$ cat src/rtl/cdc_handshake_tx.sv
// Source-side end of a two-phase toggle handshake: holds a word on dataOut,
// flips reqOut, and waits for the resynchronized acknowledge toggle to match.
module cdc_handshake_tx #(
    parameter int WIDTH      = 8,
    parameter int SYNC_DEPTH = 2,
    parameter int TIMEOUT    = 1024
) (
    input  logic             clkIn,
    input  logic             rstIn,
    input  logic             validIn,
    input  logic [WIDTH-1:0] dataIn,
    output logic             readyOut,
    output logic [WIDTH-1:0] dataOut,
    output logic             reqOut,
    input  logic             ackIn,
    output logic             doneOut,
    output logic             busyOut,
    output logic             errorOut
);

    localparam int CNT_W = (TIMEOUT > 0) ? $clog2(TIMEOUT + 1) : 1;
    localparam logic [CNT_W-1:0] CNT_MAX  = CNT_W'(TIMEOUT);
    localparam logic [CNT_W-1:0] CNT_LAST = CNT_W'(TIMEOUT - 1);

    if (WIDTH < 1) begin : g_badWidth
        $fatal(1, "cdc_handshake_tx: WIDTH must be at least 1");
    end
    if (SYNC_DEPTH < 2) begin : g_badSyncDepth
        $fatal(1, "cdc_handshake_tx: SYNC_DEPTH must be at least 2");
    end

    typedef enum logic {
        IDLE,
        WAIT_ACK
    } txState_t;

    txState_t         r_state;
    (* shreg_extract = "no" *) logic [SYNC_DEPTH-1:0] r_ackSync;
    logic [CNT_W-1:0] r_count;
    logic [WIDTH-1:0] r_data;
    logic             r_req;
    logic             r_ready;
    logic             r_done;
    logic             r_busy;
    logic             r_error;

    logic w_ackSync;
    logic w_accept;

    assign w_ackSync = r_ackSync[SYNC_DEPTH-1];
    assign w_accept  = validIn && r_ready;

    always_ff @(posedge clkIn) begin
        if (rstIn) begin
            r_state   <= IDLE;
            r_ackSync <= '0;
            r_count   <= '0;
            r_data    <= '0;
            r_req     <= 1'b0;
            r_ready   <= 1'b0;
            r_done    <= 1'b0;
            r_busy    <= 1'b0;
            r_error   <= 1'b0;
        end else begin
            r_ackSync <= {r_ackSync[SYNC_DEPTH-2:0], ackIn};
            r_done    <= 1'b0;
            case (r_state)
                IDLE: begin
                    r_ready <= 1'b1;
                    r_busy  <= 1'b0;
                    // An acknowledge edge with no request outstanding means the far side lost parity.
                    if (w_ackSync != r_req) begin
                        r_error <= 1'b1;
                    end
                    if (w_accept) begin
                        r_data  <= dataIn;
                        r_req   <= ~r_req;
                        r_ready <= 1'b0;
                        r_busy  <= 1'b1;
                        r_count <= '0;
                        r_state <= WAIT_ACK;
                    end
                end
                WAIT_ACK: begin
                    if (w_ackSync == r_req) begin
                        r_done  <= 1'b1;
                        r_ready <= 1'b1;
                        r_busy  <= 1'b0;
                        r_state <= IDLE;
                    end else begin
                        // Timeout only flags the fault; re-toggling would break toggle parity.
                        if (r_count != CNT_MAX) begin
                            r_count <= r_count + 1'b1;
                        end
                        if ((TIMEOUT != 0) && (r_count == CNT_LAST)) begin
                            r_error <= 1'b1;
                        end
                    end
                end
                default: r_state <= IDLE;
            endcase
        end
    end

    assign readyOut = r_ready;
    assign dataOut  = r_data;
    assign reqOut   = r_req;
    assign doneOut  = r_done;
    assign busyOut  = r_busy;
    assign errorOut = r_error;

endmodule

$ cat config.mk
export PLATFORM = sky130hd
export DESIGN_NAME = cdc_handshake_tx
export DESIGN_NICKNAME = d
export VERILOG_FILES = /design/src/rtl/cdc_handshake_tx.sv
export SDC_FILE = /design/constraint.sdc
export NUM_CORES = 1
export LEC_CHECK = 0
export ABC_CLOCK_PERIOD_IN_PS = 1700
export CAP_MARGIN = 15
export CELL_PAD_IN_SITES_DETAIL_PLACEMENT = 2
export CELL_PAD_IN_SITES_GLOBAL_PLACEMENT = 2
export CORE_ASPECT_RATIO = 0.6
export CORE_MARGIN = 5
export CORE_UTILIZATION = 32
export CTS_BUF_LIST = sky130_fd_sc_hd__clkbuf_8 sky130_fd_sc_hd__clkbuf_16
export DETAILED_ROUTE_END_ITERATION = 16
export DONT_BUFFER_PORTS = 1
export GPL_ROUTABILITY_DRIVEN = 0
export GPL_TIMING_DRIVEN = 0
export PLACE_DENSITY_LB_ADDON = 0.15
export SLEW_MARGIN = 30
export SYNTH_ARGS = -nofsm -noshare
export SYNTH_HDL_FRONTEND = slang
export SYNTH_SLANG_ARGS = --single-unit
$ cat constraint.sdc
create_clock -name clkIn -period 1.7 [get_ports clkIn]
set_clock_uncertainty 0.15 [all_clocks]
set_input_delay 0.34 -clock clkIn [delete_from_list [all_inputs] [get_ports clkIn]]
set_output_delay 0.34 -clock clkIn [all_outputs]
set_load 0.05 [all_outputs]
==> Word-level counts from Yosys, hierarchy flattened <==
Cells that the tools add are included.
{ "totals": {"reg_bits": 27, "latchBits": 0, "ramBits": 0, "mem_bits_ro": 0, "inputBits": 12, "out_inout_bits": 13, "elab_cells": 44, "memories": 0} }
{ "classes": {"add_sub_neg": 1, "n_mul": 0, "div": 0, "order_cmp": 0, "eq_ne": 10, "shift": 0, "muxes": 17, "n_bitwise": 2, "reduce_logical": 5} }
{ "op_table": {"columns": ["op", "count"], "rows": [
  ["two-way mux 11 bit", 3],
  ["case mux 11 bit (2 select lines)", 1],
  ["adder 11 x 1 -> 11 bit, second input constant", 1],
  ["== test 11 x 10 -> 1 bit, second input constant", 1],
  ["inequality test 11 bit, second input constant", 1],
  ["two-way mux 1 bit", 9],
  ["case mux 1 bit (2 select lines)", 4],
  ["inequality test 2 x 1 -> 1 bit, second input constant", 3],
  ["inequality test 2 bit, second input constant", 3],
  ["AND reduction 3 bit", 2],
  ["NOT 1 bit", 2],
  ["AND reduction 2 bit", 1],
  ["OR reduction 2 bit", 1],
  ["== test 1 bit", 1],
  ["logical AND 1 bit", 1],
  ["inequality test 1 bit", 1]
]} }

==> Logic depth before layout (Yosys ltp) <==
Gate-level depths: netlist (run 1).
{ "depth": {"ltp_word": 4, "depth_mapped": 6, "mapped_depth_nobuf": 6} }

==> Worst setup path after synthesis (run 1) <==
OpenSTA, ideal clock, no wires.
{ "synth_timing": {"kind": "reg2reg", "from": "register r_req (netlist: reqOut)", "to": "register r_count[8]", "setup_ns": 0.070, "t_arrival_ns": 1.855, "required_ns": 1.480, "path_slack_ns": -0.376, "stages_incl_launch_ff": 5, "n_path_buf": 0, "synth_period_minus_slack_ns": 2.076, "path_cell_list": "dfxtp_1 -> xor2_2 -> o311ai_4 -> or4_1 -> a21oi_1"} }
{ "synth_via": {"elab_chain_len": 3} }
{ "synth_lines": {"columns": ["element", "line_no", "source"], "rows": [
  ["start: declaration", "41", "logic r_req;"],
  ["start signal: assignment", "77", "r_req <= ~r_req;"],
  ["== test 1 bit", "85", "if (w_ackSync == r_req) begin"],
  ["inequality test 2 bit (no source line)", null, null],
  ["AND reduction 3 bit (no source line)", null, null],
  ["end signal: assignment", "93", "r_count <= r_count + 1'b1;"],
  ["end: declaration", "39", "logic [CNT_W-1:0] r_count;"]
]} }
No other way between the ends.
A chain may end at the register's enable or synchronous reset.

==> Worst setup path after layout (run 1) <==
{ "layout_timing": {"from": "register r_count[4]", "to": "register r_count[4]"} }
{ "layout_via": {"elab_chain_len": 4, "elab_cells_between_ends": 7, "classes_between": "1 x add/sub; 2 x eq/ne; 3 x mux; 1 x reduce/logical"} }
{ "layout_lines": {"columns": ["element", "line_no", "source"], "rows": [
  ["adder 11 x 1 -> 11 bit", "93", null],
  ["two-way mux 11 bit", "92", "if (r_count != CNT_MAX) begin"],
  ["two-way mux 11 bit", "85", null],
  ["case mux 11 bit (2 select lines)", "67", "case (r_state)"]
]} }
Several ways; a longest one is shown, not always the timed one. The select of a mux whose other input is x is not followed.

==> results by group, run 1 <==
Logic synthesis
  – Mapped Area: approximately 1200 um2
  – Primary FF master, synth: dfxtp_1
  – Synth Area in XOR/XNOR: roughly 2.1%
  – Syn Inst Count: 141
  – Sequential share of the synthesized area: 44.9%
  – Syn avg cell area: around 8.5 um2
  – Yosys Warn Count: 0
  – Synthesis-stage register bit count: 27
  – Post-synthesis mux area share: 0%
  – Adder-cell area share of the yosys netlist: 2.08%
  – Post-synth EDFFs: 0
  – Cell variety after synth: 37
  – Post-synthesis simple-gate area fraction: 26.6%
  – Main combinational cell family by area after synthesis: simple AND/OR/NAND/NOR gates
  – FFs w/ async S/R, synth: 0%
  – Synth Area in Compound Gates: 21.6%
  – Syn_nets: between 150 and 200

Critical path
  – Crit path cell chain: or4b_4, o311ai_4, buf_4, or3_1, a21oi_1
  – Crit start category: flop
  – CP peak stage delay: 0.58 ns
  – R2r endpoint: r_count[4]$_SDFFE_PP0P_
  – Critical path peak fanout: 5
  – Dominant delay contributor by cell family on the critical path: simple AND/OR/NAND/NOR gates
  – Crit-path slowest cell: or4b_4
  – R2R Path Start: r_count[4]$_SDFFE_PP0P_
  – Setup crit end: r_count[4]$_SDFFE_PP0P_
  – CP Depth: 5
  – Worst path bufs/invs: 1
  – FF-to-FF path depth: 5
  – Crit path DAT: 1.94 ns
  – Flop2flop setup slack: -0.25 ns
  – Critical path data required time: 1.69 ns
  – Critical path endpoint category: flop
  – Setup Crit Path Kind: flop to flop
  – CP startpoint: r_count[4]$_SDFFE_PP0P_

STA
  – Final WS setup: -0.249 ns
  – Max Slew Vio Count: 0
  – Setup TNS: -2.15 ns
  – Relative slew margins: between 60% and 70%
  – Fin crit share: 115%
  – Hold Vio Cnt, Final: 0
  – Endpoints failing setup: 11
  – Worst-margin pin slew: 0.573 ns
  – FMAX: 0.513 GHz
  – Fin Hold WS: ~0.042 ns
  – Post-route minimum period: 1.95 ns
  – RSZ-0062 raised after global routing: yes

Drt
  – Total number of vias: 1178
  – 1st-iter DRT viols: 67
  – # DRC: 0
  – Final WL: between 4000 and 5000 um
  – Routed Antenna Nets: 0
  – First drt pass iteration count: 4
  – Vias per cell: between 5 and 6
  – WL/cell: 21.2 um

Clock tree
  – Clock Sinks: 27
  – H-tree Lvls: 1
  – CTS tree: built
  – Root Driver: clkbuf_8
  – Cts bufs inserted: 3
  – CTS clock-pin slew for the worst setup and hold paths: 0.09 ns
  – Worst skew pair latency: 0.27 ns
  – CTS max path bufs: 2
  – CTS Hold Bufs: 0

GRT
  – GRT Max-Usage Layer: met2
  – Initial antenna violation count: 0
  – Met3 Usage GRT: 4.47%
  – GRT met1 Usage: 22.3%
  – Global route overflow: 0
  – Global-route wire length before repair: between 6000 and 7000 um
  – GR met2 Demand/Resource: 26.7%
  – Vias in the first global route: 1220
  – GRT Util Overall: 16.5%
  – Largest net degree at the start of global routing: 15

Floorplan
  – Core area: 3660 um2
  – Die Wd: 89.2 um
  – Die area: between 5000 and 6000 um2
  – FP Rows: 17
  – Die H: 57.5 um
  – Starting density of the core: 32.9%
  – IO Pins: 25

Power and ir drop
  – Leak Pwr: 0.528 nW
  – Worst VDD drop: around 290 uV
  – PD cells: between 700 and 800 nW/um2

Final layout
  – Most frequent cells in the layout: nand2_1 (23), dfxtp_1 (15), a21oi_1 (14)
  – Inserted Diodes: 0
  – Layout overhead on the synthesized area: 33.6%
  – Final-stage net count: 175
  – Share of cells above drive strength 1: between 30 and 40%
  – Leading cell type in the layout, fill and taps excluded: nand2_1

Run status
  – Failing checks: setup timing
  – Outcome: complete, but fails checks

Job
  – Total of max-cap violations: 0

Place
  – Detailed-placement wirelength estimate: 2790 um
  – IO Port Bufs: 0
  – Pre-CTS setup slack: -0.393 ns

Worst hold path
  – Worst hold path class: input port to flop
-- stage by stage --
| step | util [%] | power [mW] | cell area [um2] | std cells |
|---|---|---|---|---|
| floorplan | - | 0.819 | 1230 | 141 |
| global placement | 35.3 | 0.846 | 1290 | 188 |
| detailed placement | 35.3 | 0.851 | 1290 | 188 |
| CTS | 40.5 | 1.22 | 1480 | 201 |
| global route | 44.0 | 1.29 | 1610 | 207 |
| finish | 44.0 | 1.23 | 1610 | 207 |
-- per-layer routing --
layer	vias up	routed length (um)
li1	550	-
met4	0	88
met2	23	2150
met3	8	185
met1	597	1970
met5	-	0
-- power breakdown --
group | switching [mW] | leakage, nW | internal [mW]
logic | 0.0810 | 0.275 | 0.0453
clock network | 0.202 | 0.0269 | 0.162
registers | 0.0848 | 0.227 | 0.650
total | 0.367 | 0.528 | 0.858
-- flip-flops by register name, summed over array words and instances (netlist names) --
signal and cells:
busyOut 1, reqOut 1, r_count 11, r_ackSync 2, readyOut 1, r_state 1, dataOut 8, doneOut 1
errorOut 1
-- what timing repair did --
item,in CTS,in global routing
setup endpoints to repair,23,14
pin swaps,14,14
setup buffers,9,6
resized for setup,20,23
-- layout make-up --
| class | instances | area [um2] |
|---|---|---|
| flip-flops and latches | 27 | 568 |
| well taps | 47 | 58.8 |
| plain buffers | 6 | 28.8 |
| inverters | 3 | 11.3 |
| repair buffers | 15 | 128 |
| fillers | 381 | 2050 |
| clock inverters | 1 | 3.75 |
| clock buffers | 3 | 41.3 |
| multi-input cells | 105 | 771 |
-- cells in the mapped netlist, types with 2 or more instances --
library cell,n,share of area (%)
dfxtp_1,27,45
nand2_1,23,7.2
a21oi_1,19,7.9
nand3_1,8,3.3
nor2_1,7,2.2
clkbuf_1,6,1.9
o21ai_0,4,1.7
a311oi_1,3,2.2
a31oi_1,3,1.6
and2_1,3,1.6
inv_1,3,0.93
nor3_1,3,1.2
or3_1,3,1.6
a21o_1,2,1.2
ha_1,2,2.1
nor2b_1,2,1.0
o31ai_1,2,1.2
or4_1,2,1.2
-- logic make-up (layout without fill, tap and decap cells) --
| family | Yosys count | after routing |
|---|---|---|
| and+or+nand+nor | 62 | 62 |
| AOI/OAI and AO/OA | 39 | 39 |
| DFF | 27 | 27 |
| buffers and inverters | 9 | 28 |
| adders and majority gates | 2 | 2 |
| xor gates and xnor gates | 2 | 2 |
-- worst min-delay path by stage --
| stage | from | end | slack, ns | cells past startpoint |
|---|---|---|---|---|
| 3_5_place_dp | r_ackSync[0]$_SDFF_PP0_ | r_ackSync[1]$_SDFF_PP0_ | 0.31 | 1 |
| 3_3_place_gp | r_ackSync[0]$_SDFF_PP0_ | r_ackSync[1]$_SDFF_PP0_ | 0.28 | 1 |
| 4_1_cts | dataIn[3] | dataOut[3]$_SDFFE_PP0P_ | 0.04 | 2 |
| 6_report | dataIn[3] | dataOut[3]$_SDFFE_PP0P_ | 0.04 | 2 |
| 5_1_grt | dataIn[2] | dataOut[2]$_SDFFE_PP0P_ | 0.04 | 2 |
| 2_1_floorplan | r_ackSync[0]$_SDFF_PP0_ | r_ackSync[1]$_SDFF_PP0_ | 0.26 | 1 |
(Power assumes the default switching activity.)
==> run 2, diff against run 1 <==
--- a/config.mk
+++ b/config.mk
@@ -18,6 +18,7 @@
 export GPL_ROUTABILITY_DRIVEN = 0
 export GPL_TIMING_DRIVEN = 0
 export PLACE_DENSITY_LB_ADDON = 0.15
+export SKIP_CTS_REPAIR_TIMING = 1
 export SLEW_MARGIN = 30
 export SYNTH_ARGS = -nofsm -noshare
 export SYNTH_HDL_FRONTEND = slang
==> run 2 against run 1 <==
Compared with the run above:
- the flow still finishes with violations (setup timing)
- final area shrank 3.7%
- worst setup slack better by 0.023 ns
- die area did not move
- utilization down 1.6 points
- sequential share of layout area increased by 0.88 points
- critical path type unchanged
- largest cell class unchanged
- highest routed layer unchanged
==> results by group, run 2 (synthesized netlist as in run 1, its figures left out) <==
Critical path
  – Critical path peak fanout: 4 (-1)
  – Crit path DAT: 1.92 ns (-0.02 ns)
  – Setup Crit Path Kind: flop to flop
  – Crit start category: flop
  – Critical path data required time: 1.69 ns (about the same)
  – Critical path endpoint category: flop

Power and ir drop
  – Final Power: 1.24 mW (+1.2%)
  – Sw Share: 30.1% (+0.091 points)
  – PD cells: 800 nW/um2 (+5.1%)
  – Logic pwr share: 11.0% (+0.7 points)
  – Cell internal pwr: 867 uW (+1.1%)
  – Sequential Power Share: 59.4% (-0.6 points)
  – Clock group share of total power: 29.6% (about the same)
  – Worst VDD drop: 489 uV (+70%)
  – Leak Pwr: 0.491 nW (-7.0%)
  – Sw power: 373 uW (+1.5%)

GRT
  – GRT Util Overall: 15.0% (-1.5 points)
  – Initial antenna violation count: 0 (unchanged)
  – Vias in the first global route: 1132 (-7.2%)
  – Global-route wire length before repair: 5920 um (-8.0%)
  – Largest net degree at the start of global routing: 15 (unchanged)
  – Global route overflow: 0 (unchanged)

Run status
  – Outcome: complete, but fails checks
  – Failing checks: setup timing

Final layout
  – Design Area, Final: 1550 um2 (-3.7%)
  – Leading cell type in the layout, fill and taps excluded: nand2_1
  – Largest reg by FF count: r_count
  – Inserted Diodes: 0 (unchanged)
  – Layout overhead on the synthesized area: 28.7%
  – Share of cells above drive strength 1: 33.8% (-3.7 points)
  – Final-stage net count: 169 (-3.4%)
  – Max reg flops: 11 (unchanged)
  – Fillers: 398 (+4.5%)
  – Most frequent cells in the layout: nand2_1 (23), dfxtp_1 (17), a21oi_1 (13)

Floorplan
  – Die H: 57.5 um (unchanged)
  – FP Rows: 17 (unchanged)
  – Die Wd: 89.2 um (unchanged)
  – Starting density of the core: 32.9% (unchanged)
  – IO Pins: 25 (unchanged)
  – Core area: 3660 um2 (unchanged)
  – Die area: 5130 um2 (unchanged)

STA
  – RSZ-0062 raised after global routing: yes
  – FMAX: 0.519 GHz (+1.2%)
  – Relative slew margins: 59.9% (-1.9 points)
  – Worst-margin pin slew: 0.602 ns (+0.0288 ns)
  – Hold Vio Cnt, Final: 0 (unchanged)
  – Post-route minimum period: 1.93 ns (-0.0228 ns)
  – Max Slew Vio Count: 0 (unchanged)
  – Endpoints failing setup: 14 (+3)
  – Fin crit share: 113% (-1.3 points)
  – Final WS setup: -0.226 ns (+0.0228 ns)

Drt
  – Met2 wire len: 2080 um (-3.1%)
  – # DRC: 0 (unchanged)
  – First drt pass iteration count: 4 (unchanged)
  – Total number of vias: 1143 (-3.0%)
  – Routed wl met3: 220 um (+19%)
  – 1st-iter DRT viols: 35 (-48%)
  – Top routing layer in use: met4
  – Routed Antenna Nets: 0 (unchanged)
  – WL/cell: 21.2 um (-0.43%)
  – Post-Route M1 WL: 1920 um (-2.7%)
  – Vias per cell: 5.69 (about the same)
  – Final WL: 4250 um (-3.3%)

Clock tree
  – Cts bufs inserted: 3 (unchanged)
  – Clock Sinks: 27 (unchanged)
  – CTS tree: built
  – Worst skew pair latency: 0.27 ns (about the same)
  – Root Driver: clkbuf_8
  – CTS max path bufs: 2 (unchanged)
  – CTS clock-pin slew for the worst setup and hold paths: 0.10 ns (about the same)
  – H-tree Lvls: 1 (unchanged)

Place
  – Pre-CTS setup slack: -0.393 ns (unchanged)
  – Detailed-placement wirelength estimate: 2790 um (unchanged)
  – Placed Area: 1290 um2 (unchanged)
  – IO Port Bufs: 0 (unchanged)

Worst hold path
  – Worst hold path class: input port to flop

Job
  – Total of max-cap violations: 0 (unchanged)
==> run 2: through the flow <==
stage	instances	util, %	TNS, ns	hold slack (ns)
global route	201	42.4	-3.16	0.0463
detailed placement	188	35.3	-4.62	0.308
CTS	192	36.5	-5.12	0.0433
floorplan	141	-	-0.353	0.264
finish	201	42.4	-2.14	0.0446
global placement	188	35.3	-3.42	0.279
==> run 2: path summary, 6_finish.rpt <==
path                                              start                 endpoint  slack [ns]  cells after the start
worst max register to register  r_count[9]$_SDFFE_PP0P_  r_count[5]$_SDFFE_PP0P_       -0.23                      5
worst min-delay path                          dataIn[3]  dataOut[3]$_SDFFE_PP0P_        0.04                      2
worst min register to register  r_ackSync[0]$_SDFF_PP0_  r_ackSync[1]$_SDFF_PP0_        0.32                      1
worst max-delay path            r_count[9]$_SDFFE_PP0P_  r_count[5]$_SDFFE_PP0P_       -0.23                      5
==> run 2: area by class of cell <==
type | instances | area, um2 | area share (%)
Multi-Input combinational cell | 105 | 771 | 49.7
Sequential cell | 27 | 561 | 36.2
Timing Repair Buffer | 9 | 78.8 | 5.08
Tap cell | 47 | 58.8 | 3.79
Clock buffer | 3 | 41.3 | 2.66
Buffer | 6 | 25.0 | 1.61
Inverter | 3 | 11.3 | 0.726
Clock inverter | 1 | 3.75 | 0.242
==> run 2: critical path: stages, from the launching register on <==
cell and delay (ns):
dfxtp_4 0.36, or4_4 0.58, o311ai_4 0.34, buf_6 0.18, or4_1 0.12, a21oi_1 0.06
==> run 2: routing by layer <==
layer / GRT usage, % / up-vias
met5: 0 / -
met4: 1.91 / 0
met1: 21.6 / 584
met3: 4.18 / 2
li1: - / 534
met2: 23.1 / 23
==> run 2: power groups by stage <==
stage                     clock (mW)  combinational [mW]  sequential, mW
after floorplan                    0              0.0711           0.747
after global placement             0              0.0937           0.753
after detailed placement           0              0.0978           0.753
after CTS                      0.373              0.0995           0.739
after global routing           0.407               0.148           0.740
final                          0.367               0.137           0.737
